`src/rtl/spi_master.sv`:
```
// spi_master: SPI bus initiator with a per-transfer CPOL/CPHA mode.
// A host word is shifted out on mosi while miso is captured. The received
// word is returned on rx_data together with a one-cycle done pulse.
//
// Optional feature macro: SPI_MASTER_LSB_FIRST_EN
//   When defined, a lsb_first input selects LSB-first ordering per transfer.
//   When undefined, the port is absent and transfers are always MSB first.
//
// Ports:
//   clk, reset       system clock and synchronous active-high reset
//   start            transfer request, honoured only while busy=0
//   tx_data          word to send, latched on an accepted start
//   cpol, cpha       SPI mode, latched on an accepted start
//   lsb_first        bit order, latched on an accepted start (optional)
//   miso             serial data from the slave, no synchroniser
//   sclk, mosi, cs_n serial bus outputs
//   busy             a transfer is in progress
//   done             one-cycle pulse at the end of a transfer
//   rx_data          last received word, held between done pulses
//
// Transfer timeline, with the start accepted at cycle 0:
//   cycle 1                    cs_n low, busy high, SETUP begins
//   cycle 1 + k*CLK_DIV        SCLK edge k, for k = 1..2*DATA_W
//   cycle 1 + (2*DATA_W+1)*CLK_DIV   cs_n high, done pulse, back in IDLE

module spi_master #(
  parameter int DATA_W  = 8,
  parameter int CLK_DIV = 4
) (
  input  logic              clk,
  input  logic              reset,
  input  logic              start,
  input  logic [DATA_W-1:0] tx_data,
  input  logic              cpol,
  input  logic              cpha,
`ifdef SPI_MASTER_LSB_FIRST_EN
  input  logic              lsb_first,
`endif
  input  logic              miso,
  output logic              sclk,
  output logic              mosi,
  output logic              cs_n,
  output logic              busy,
  output logic              done,
  output logic [DATA_W-1:0] rx_data
);

  // ---------------------------------------------------------------------
  // Counter sizing
  // ---------------------------------------------------------------------
  // The divider width depends only on CLK_DIV. It carries one spare bit so
  // that CLK_DIV=1 still gets a legal one-bit counter.
  localparam int DIV_W = $clog2(CLK_DIV) + 1;
  localparam int BIT_W = $clog2(2 * DATA_W);

  localparam logic [DIV_W-1:0] DIV_LAST = DIV_W'(CLK_DIV - 1);
  localparam logic [BIT_W-1:0] BIT_LAST = BIT_W'(2 * DATA_W - 1);

  typedef enum logic [1:0] {
    IDLE  = 2'd0,
    SETUP = 2'd1,
    XFER  = 2'd2,
    HOLD  = 2'd3
  } state_t;

  state_t state;
  state_t state_nx;

  // ---------------------------------------------------------------------
  // Datapath state
  // ---------------------------------------------------------------------
  logic [DIV_W-1:0]  div_cnt;
  logic [BIT_W-1:0]  bit_cnt;
  logic              cpha_q;
  logic              lsb_q;
  logic              lsb_in;
  logic [DATA_W-1:0] tx_sh;
  logic [DATA_W-1:0] rx_sh;
  logic              sclk_q;
  logic              mosi_q;
  logic              done_q;
  logic [DATA_W-1:0] rx_q;

  // Next values, produced by the output process.
  logic [DATA_W-1:0] tx_sh_nx;
  logic [DATA_W-1:0] rx_sh_nx;
  logic              sclk_nx;
  logic              mosi_nx;
  logic              done_nx;
  logic [DATA_W-1:0] rx_nx;

  // Per-cycle event decode.
  logic accept;
  logic tick;
  logic edge_ev;
  logic leading;
  logic last_edge;
  logic sample_ev;
  logic drive_ev;

`ifdef SPI_MASTER_LSB_FIRST_EN
  assign lsb_in = lsb_first;
`else
  assign lsb_in = 1'b0;
  assign lsb_q  = 1'b0;
`endif

  // ---------------------------------------------------------------------
  // Bit-order helpers
  // ---------------------------------------------------------------------
  function automatic logic first_bit(input logic [DATA_W-1:0] w,
                                     input logic              lsb);
    return lsb ? w[0] : w[DATA_W-1];
  endfunction

  function automatic logic [DATA_W-1:0] shift_out(input logic [DATA_W-1:0] w,
                                                  input logic              lsb);
    return lsb ? (w >> 1) : (w << 1);
  endfunction

  // MSB-first fills from bit 0 upward, so the first sample ends up in the
  // MSB after DATA_W samples. LSB-first is the mirror image of this.
  function automatic logic [DATA_W-1:0] shift_in(input logic [DATA_W-1:0] w,
                                                 input logic              lsb,
                                                 input logic              b);
    return lsb ? {b, w[DATA_W-1:1]} : {w[DATA_W-2:0], b};
  endfunction

  // ---------------------------------------------------------------------
  // Event decode
  // ---------------------------------------------------------------------
  assign accept    = (state == IDLE) && start;
  assign tick      = (div_cnt == DIV_LAST);
  // SCLK edge 1 falls on the last SETUP cycle. Edges 2..2*DATA_W fall on
  // XFER ticks. bit_cnt holds the index (0-based) of the next edge.
  assign edge_ev   = tick && ((state == SETUP) || (state == XFER));
  assign leading   = ~bit_cnt[0];
  assign last_edge = (bit_cnt == BIT_LAST);
  // cpha=0 samples on leading edges. cpha=1 samples on trailing edges.
  assign sample_ev = edge_ev && (leading ^ cpha_q);
  // cpha=0 has its first bit already on mosi, so it drives on trailing
  // edges, except the final one. cpha=1 drives on every leading edge.
  assign drive_ev  = edge_ev && (cpha_q ? leading : (~leading && ~last_edge));

  // ---------------------------------------------------------------------
  // FSM: state register
  // ---------------------------------------------------------------------
  always_ff @(posedge clk) begin
    if (reset) begin
      state <= IDLE;
    end else begin
      state <= state_nx;
    end
  end

  // ---------------------------------------------------------------------
  // FSM: next-state logic
  // ---------------------------------------------------------------------
  always_comb begin
    state_nx = state;
    unique case (state)
      IDLE:  if (start)             state_nx = SETUP;
      SETUP: if (tick)              state_nx = XFER;
      XFER:  if (tick && last_edge) state_nx = HOLD;
      HOLD:  if (tick)              state_nx = IDLE;
      default:                      state_nx = IDLE;
    endcase
  end

  // ---------------------------------------------------------------------
  // FSM: output logic
  // ---------------------------------------------------------------------
  // cs_n and busy decode straight from the state register. The serial
  // outputs, done and rx_data are registered from the next values below.
  always_comb begin
    sclk_nx  = sclk_q;
    mosi_nx  = mosi_q;
    done_nx  = 1'b0;
    rx_nx    = rx_q;
    tx_sh_nx = tx_sh;
    rx_sh_nx = rx_sh;

    unique case (state)
      IDLE: begin
        // While idle, sclk tracks the live cpol input. That way the first
        // SETUP cycle already sits at the idle level latched for this word.
        sclk_nx = cpol;
        mosi_nx = 1'b0;
        if (start) begin
          rx_sh_nx = '0;
          if (cpha) begin
            tx_sh_nx = tx_data;
          end else begin
            mosi_nx  = first_bit(tx_data, lsb_in);
            tx_sh_nx = shift_out(tx_data, lsb_in);
          end
        end
      end

      SETUP, XFER: begin
        if (edge_ev) begin
          sclk_nx = ~sclk_q;
        end
        if (sample_ev) begin
          rx_sh_nx = shift_in(rx_sh, lsb_q, miso);
        end
        if (drive_ev) begin
          mosi_nx  = first_bit(tx_sh, lsb_q);
          tx_sh_nx = shift_out(tx_sh, lsb_q);
        end
      end

      HOLD: begin
        // sclk is already back at its idle level after an even edge count.
        // mosi keeps the last bit until exit.
        if (tick) begin
          done_nx = 1'b1;
          rx_nx   = rx_sh;
          mosi_nx = 1'b0;
        end
      end

      default: begin
        mosi_nx = 1'b0;
      end
    endcase
  end

  // ---------------------------------------------------------------------
  // Datapath and output registers
  // ---------------------------------------------------------------------
  always_ff @(posedge clk) begin
    if (reset) begin
      div_cnt <= '0;
      bit_cnt <= '0;
      cpha_q  <= 1'b0;
      tx_sh   <= '0;
      rx_sh   <= '0;
      sclk_q  <= 1'b0;
      mosi_q  <= 1'b0;
      done_q  <= 1'b0;
      rx_q    <= '0;
    end else begin
      // The divider free-runs during a transfer. Every phase lasts a
      // whole number of CLK_DIV periods, so it never needs a reload.
      if (state == IDLE) begin
        div_cnt <= '0;
      end else if (tick) begin
        div_cnt <= '0;
      end else begin
        div_cnt <= div_cnt + DIV_W'(1);
      end

      if (accept) begin
        bit_cnt <= '0;
        cpha_q  <= cpha;
      end else if (edge_ev) begin
        bit_cnt <= last_edge ? '0 : bit_cnt + BIT_W'(1);
      end

      tx_sh  <= tx_sh_nx;
      rx_sh  <= rx_sh_nx;
      sclk_q <= sclk_nx;
      mosi_q <= mosi_nx;
      done_q <= done_nx;
      rx_q   <= rx_nx;
    end
  end

`ifdef SPI_MASTER_LSB_FIRST_EN
  always_ff @(posedge clk) begin
    if (reset) begin
      lsb_q <= 1'b0;
    end else if (accept) begin
      lsb_q <= lsb_first;
    end
  end
`endif

  assign cs_n    = (state == IDLE);
  assign busy    = (state != IDLE);
  assign sclk    = sclk_q;
  assign mosi    = mosi_q;
  assign done    = done_q;
  assign rx_data = rx_q;

endmodule

```
`config.mk`:
```
export PLATFORM = sky130hd
export DESIGN_NAME = spi_master
export DESIGN_NICKNAME = d
export VERILOG_FILES = /design/src/rtl/spi_master.sv
export SDC_FILE = /design/constraint.sdc
export NUM_CORES = 1
export LEC_CHECK = 0
export CAP_MARGIN = 20
export CORE_UTILIZATION = 30
export CTS_BUF_LIST = sky130_fd_sc_hd__clkbuf_4 sky130_fd_sc_hd__clkbuf_8
export DETAILED_ROUTE_END_ITERATION = 8
export MAX_ROUTING_LAYER = met4
export PLACE_DENSITY_LB_ADDON = 0.25
export SETUP_SLACK_MARGIN = 0.1
export SYNTH_ARGS = -nofsm -noshare
export SYNTH_HDL_FRONTEND = slang
export SYNTH_SLANG_ARGS = --single-unit
```
`constraint.sdc`:
```
create_clock -name clk -period 2.3 [get_ports clk]
set_input_delay 0.46 -clock clk [delete_from_list [all_inputs] [get_ports clk]]
set_output_delay 0.46 -clock clk [all_outputs]
set_load 0.02 [all_outputs]
```
==> impl_metrics.yaml <==
global_route:
  grt_pass1_wl_um: 7038
  grt_pass1_vias: 1492
  grt_usage_pct: 14.76
  antenna_found_initial: 0
  grt_overflow: 0
  grt_max_degree: 36
floorplan:
  die_area_mm2: 0.006346
  core_mm2: 0.005675
  start_util_pct: 31.88
  rows: 27
  io_pins: 27
  die_y_um: 79.66
  die_x_um: 79.66
clock_tree:
  post_cts_buffers: 0
  clockRootBuffer: "clkbuf_8"
  cts_hold_buffers: 0
  cts_inserted_buffers: 5
  h-tree-depth: 2
  clockBufferDepth: 2
  clock-sinks: 37
  clock_latency_ns: 0.29
  cts_tree: "done"
  clk_pin_slew_ns: 0.07
synthesis:
  syn-mean-instance-area_um2: 8.534
  synth.distinct_cells: 39
  yosys_warnings: 0
  synth_sequential_area_ratio_pct: 40.94
  syn_nets: 234
  synth_largest_area_cell: "dfxtp_1"
  synth_seq_cells: 37
  synthTopCellsByArea: "dfxtp_1 41%, a21oi_1 8.0%, ha_1 5.5%, mux2i_1 4.4%, o21ai_0 3.6%"
  synth_area_mm2: 0.001809
  yosys.area.top_type_share_pct: 40.94
  netlist_instances: 212
place:
  routabilityCongestion: 0.6982
  place_ws_ns: 0.1319
  portBuffers: 26
  hpwl_um: 2761
hold_path:
  min_from: "div_cnt[0]"
  hold_class: "reg -> reg"
layout:
  diodes: 0
  final_nets: 255
  drive_above_1_share_pct: 8.547
  final_common_cell: "dfxtp_1"
  final_cell_mix: "37 x dfxtp_1, 29 x a21oi_1, 24 x clkdlybuf4s50_1, 17 x nand2_1, 15 x nor2_1"
  syn2layout_area_growth_pct: 24.00
timing:
  tightest_slew_ns: 0.6210
  fmax_ghz: 0.4846
  clock_skew_ns: 0.009258
  fin_ws_ns: 0.2366
  slew_viol_final: 0
  setup_violations: 0
  rsz0062_at_grt: "false"
  fin_crit_sh_pct: 89.71
  period_minus_slack_ns: 2.063
  tns_ns: 0
  slew_headroom_pct: 58.60
  hold_viol_final: 0
detailed_routing:
  drt-initial-drc-count: 74
  routedWlPerCell_um: 13.44
  drtPass1Iterations: 4
  drc: 0
  vias: 1570
  detail-route-antenna-nets: 0
  viasPerCell: 5.131
  wirelength_um: 4114
critical_path:
  rrSetupSlack_ns: 0.24
  crit_path_end: "mosi"
  required_ns: 2.48
  crit_fanout: 17
  r2r_start: "div_cnt[0]"
  critPathKind: "reg -> reg"
  r2r-end: "mosi"
  worstPathArrival_ns: 2.24
  startpoint: "div_cnt[0]"
  startpoint_type: "flop"
  worstSetupEndpointType: "flop"
  rr_worst_depth: 5
power_and_ir_drop:
  power.leakage_nw: 0.8376
  ir_drop_mv: 0.3797
  power.density_mw_per_mm2: 1152
job:
  drv_cap: 0
run_status:
  status: "finished clean"
-- worst max-delay path: stages, from the launching register on --
cell	delay, ns
dfxtp_1	0.35
ha_1	0.15
ha_1	0.37
nand2_1	0.09
o311a_1	0.52
o311a_2	0.47
-- cell type report --
cell class / instances / area, µm²
Clock buffer: 5 / 68.82
Fill cell: 597 / 3432
Timing Repair Buffer: 32 / 310.3
Sequential cell: 37 / 740.7
Multi-Input combinational cell: 151 / 945.9
Tap cell: 72 / 90.09
Inverter: 6 / 22.52
Clock inverter: 3 / 65.06
-- what timing repair did --
| action | in CTS | in global routing |
|---|---|---|
| endpoints found under the setup margin | 2 | 15 |
| hold endpoints to repair | 0 | 0 |
| gates resized for setup | 1 | 3 |
| gates cloned | 0 | 0 |
-- routing by layer --
| layer | up-vias | GRT usage [%] | wire, µm |
|---|---|---|---|
| met1 | 725 | 19.23 | 2105 |
| met3 | 4 | 4.457 | 134 |
| met4 | 0 | 4.909 | 55 |
| met5 | - | - | 0 |
| met2 | 27 | 21.62 | 1818 |
| li1 | 814 | - | - |
-- Yosys cell counts (all sizes together) --
cell    number
dfxtp       37
a21oi       29
nand2       17
nor2        15
o21ai       14
buf         12
nand3       12
nand4        9
ha           8
mux2i        8
o41ai        7
clkbuf       6
inv          6
o211ai       5
nor2b        4
nor3         3
nand4b       2
nor4         2
o311a        2
xor2         2
a211oi       1
a21boi       1
a21o         1
and3         1
nand3b       1
nor4b        1
o21a         1
o21ba        1
o21bai       1
o22ai        1
or2          1
or3          1
-- how the worst min path moves through the flow --
stage / to / slack, ns / cells after the start
2_1_floorplan: div_cnt[0] / 0.41 / 1
3_3_place_gp: div_cnt[0] / 0.43 / 1
3_5_place_dp: rx_data[4] / 0.45 / 2
4_1_cts: rx_data[4] / 0.46 / 2
5_1_grt: div_cnt[0] / 0.48 / 1
6_report: div_cnt[0] / 0.46 / 1
-- cells by family (layout without fill, tap and decap cells) --
logic type	count (synthesis)	in the layout	share of synthesized area [%]
and+or+nand+nor	69	69	18.88
xor gates and xnor gates	2	2	0.9684
adders and majority gates	8	8	5.533
buffers and inverters	24	46	6.915
DFF	37	37	40.94
muxes	8	8	4.426
AOI/OAI and AO/OA	64	64	22.34
-- registers in the layout, indices dropped and copies added, names as in the netlist --
| name | count |
|---|---|
| state | 2 |
| mosi | 1 |
| rx_sh | 8 |
| bit_cnt | 4 |
| cpha_q | 1 |
| rx_data | 8 |
| done | 1 |
| sclk | 1 |
| tx_sh | 8 |
| div_cnt | 3 |
-- through the flow --
step	cells	hold WS [ns]	area, µm²	util (%)	power (W)
after floorplan	212	0.4069	1809	-	0.001696
after global placement	298	0.4296	2102	37.04	0.001903
after detailed placement	298	0.4487	2102	37.04	0.001914
after CTS	306	0.4603	2238	39.44	0.002600
after global routing	306	0.4831	2243	39.53	0.002768
final	306	0.4557	2243	39.53	0.002584
-- where the power goes --
| part | switching (W) | internal (W) | total [W] |
|---|---|---|---|
| combinational | 0.000705 | 0.000395 | 0.00110 |
| clock | 0.000242 | 0.000431 | 0.000673 |
| sequential | 0.0000633 | 0.000748 | 0.000811 |
| total | 0.00101 | 0.00157 | 0.00258 |
Note: power is estimated with default switching activity, not from simulation.
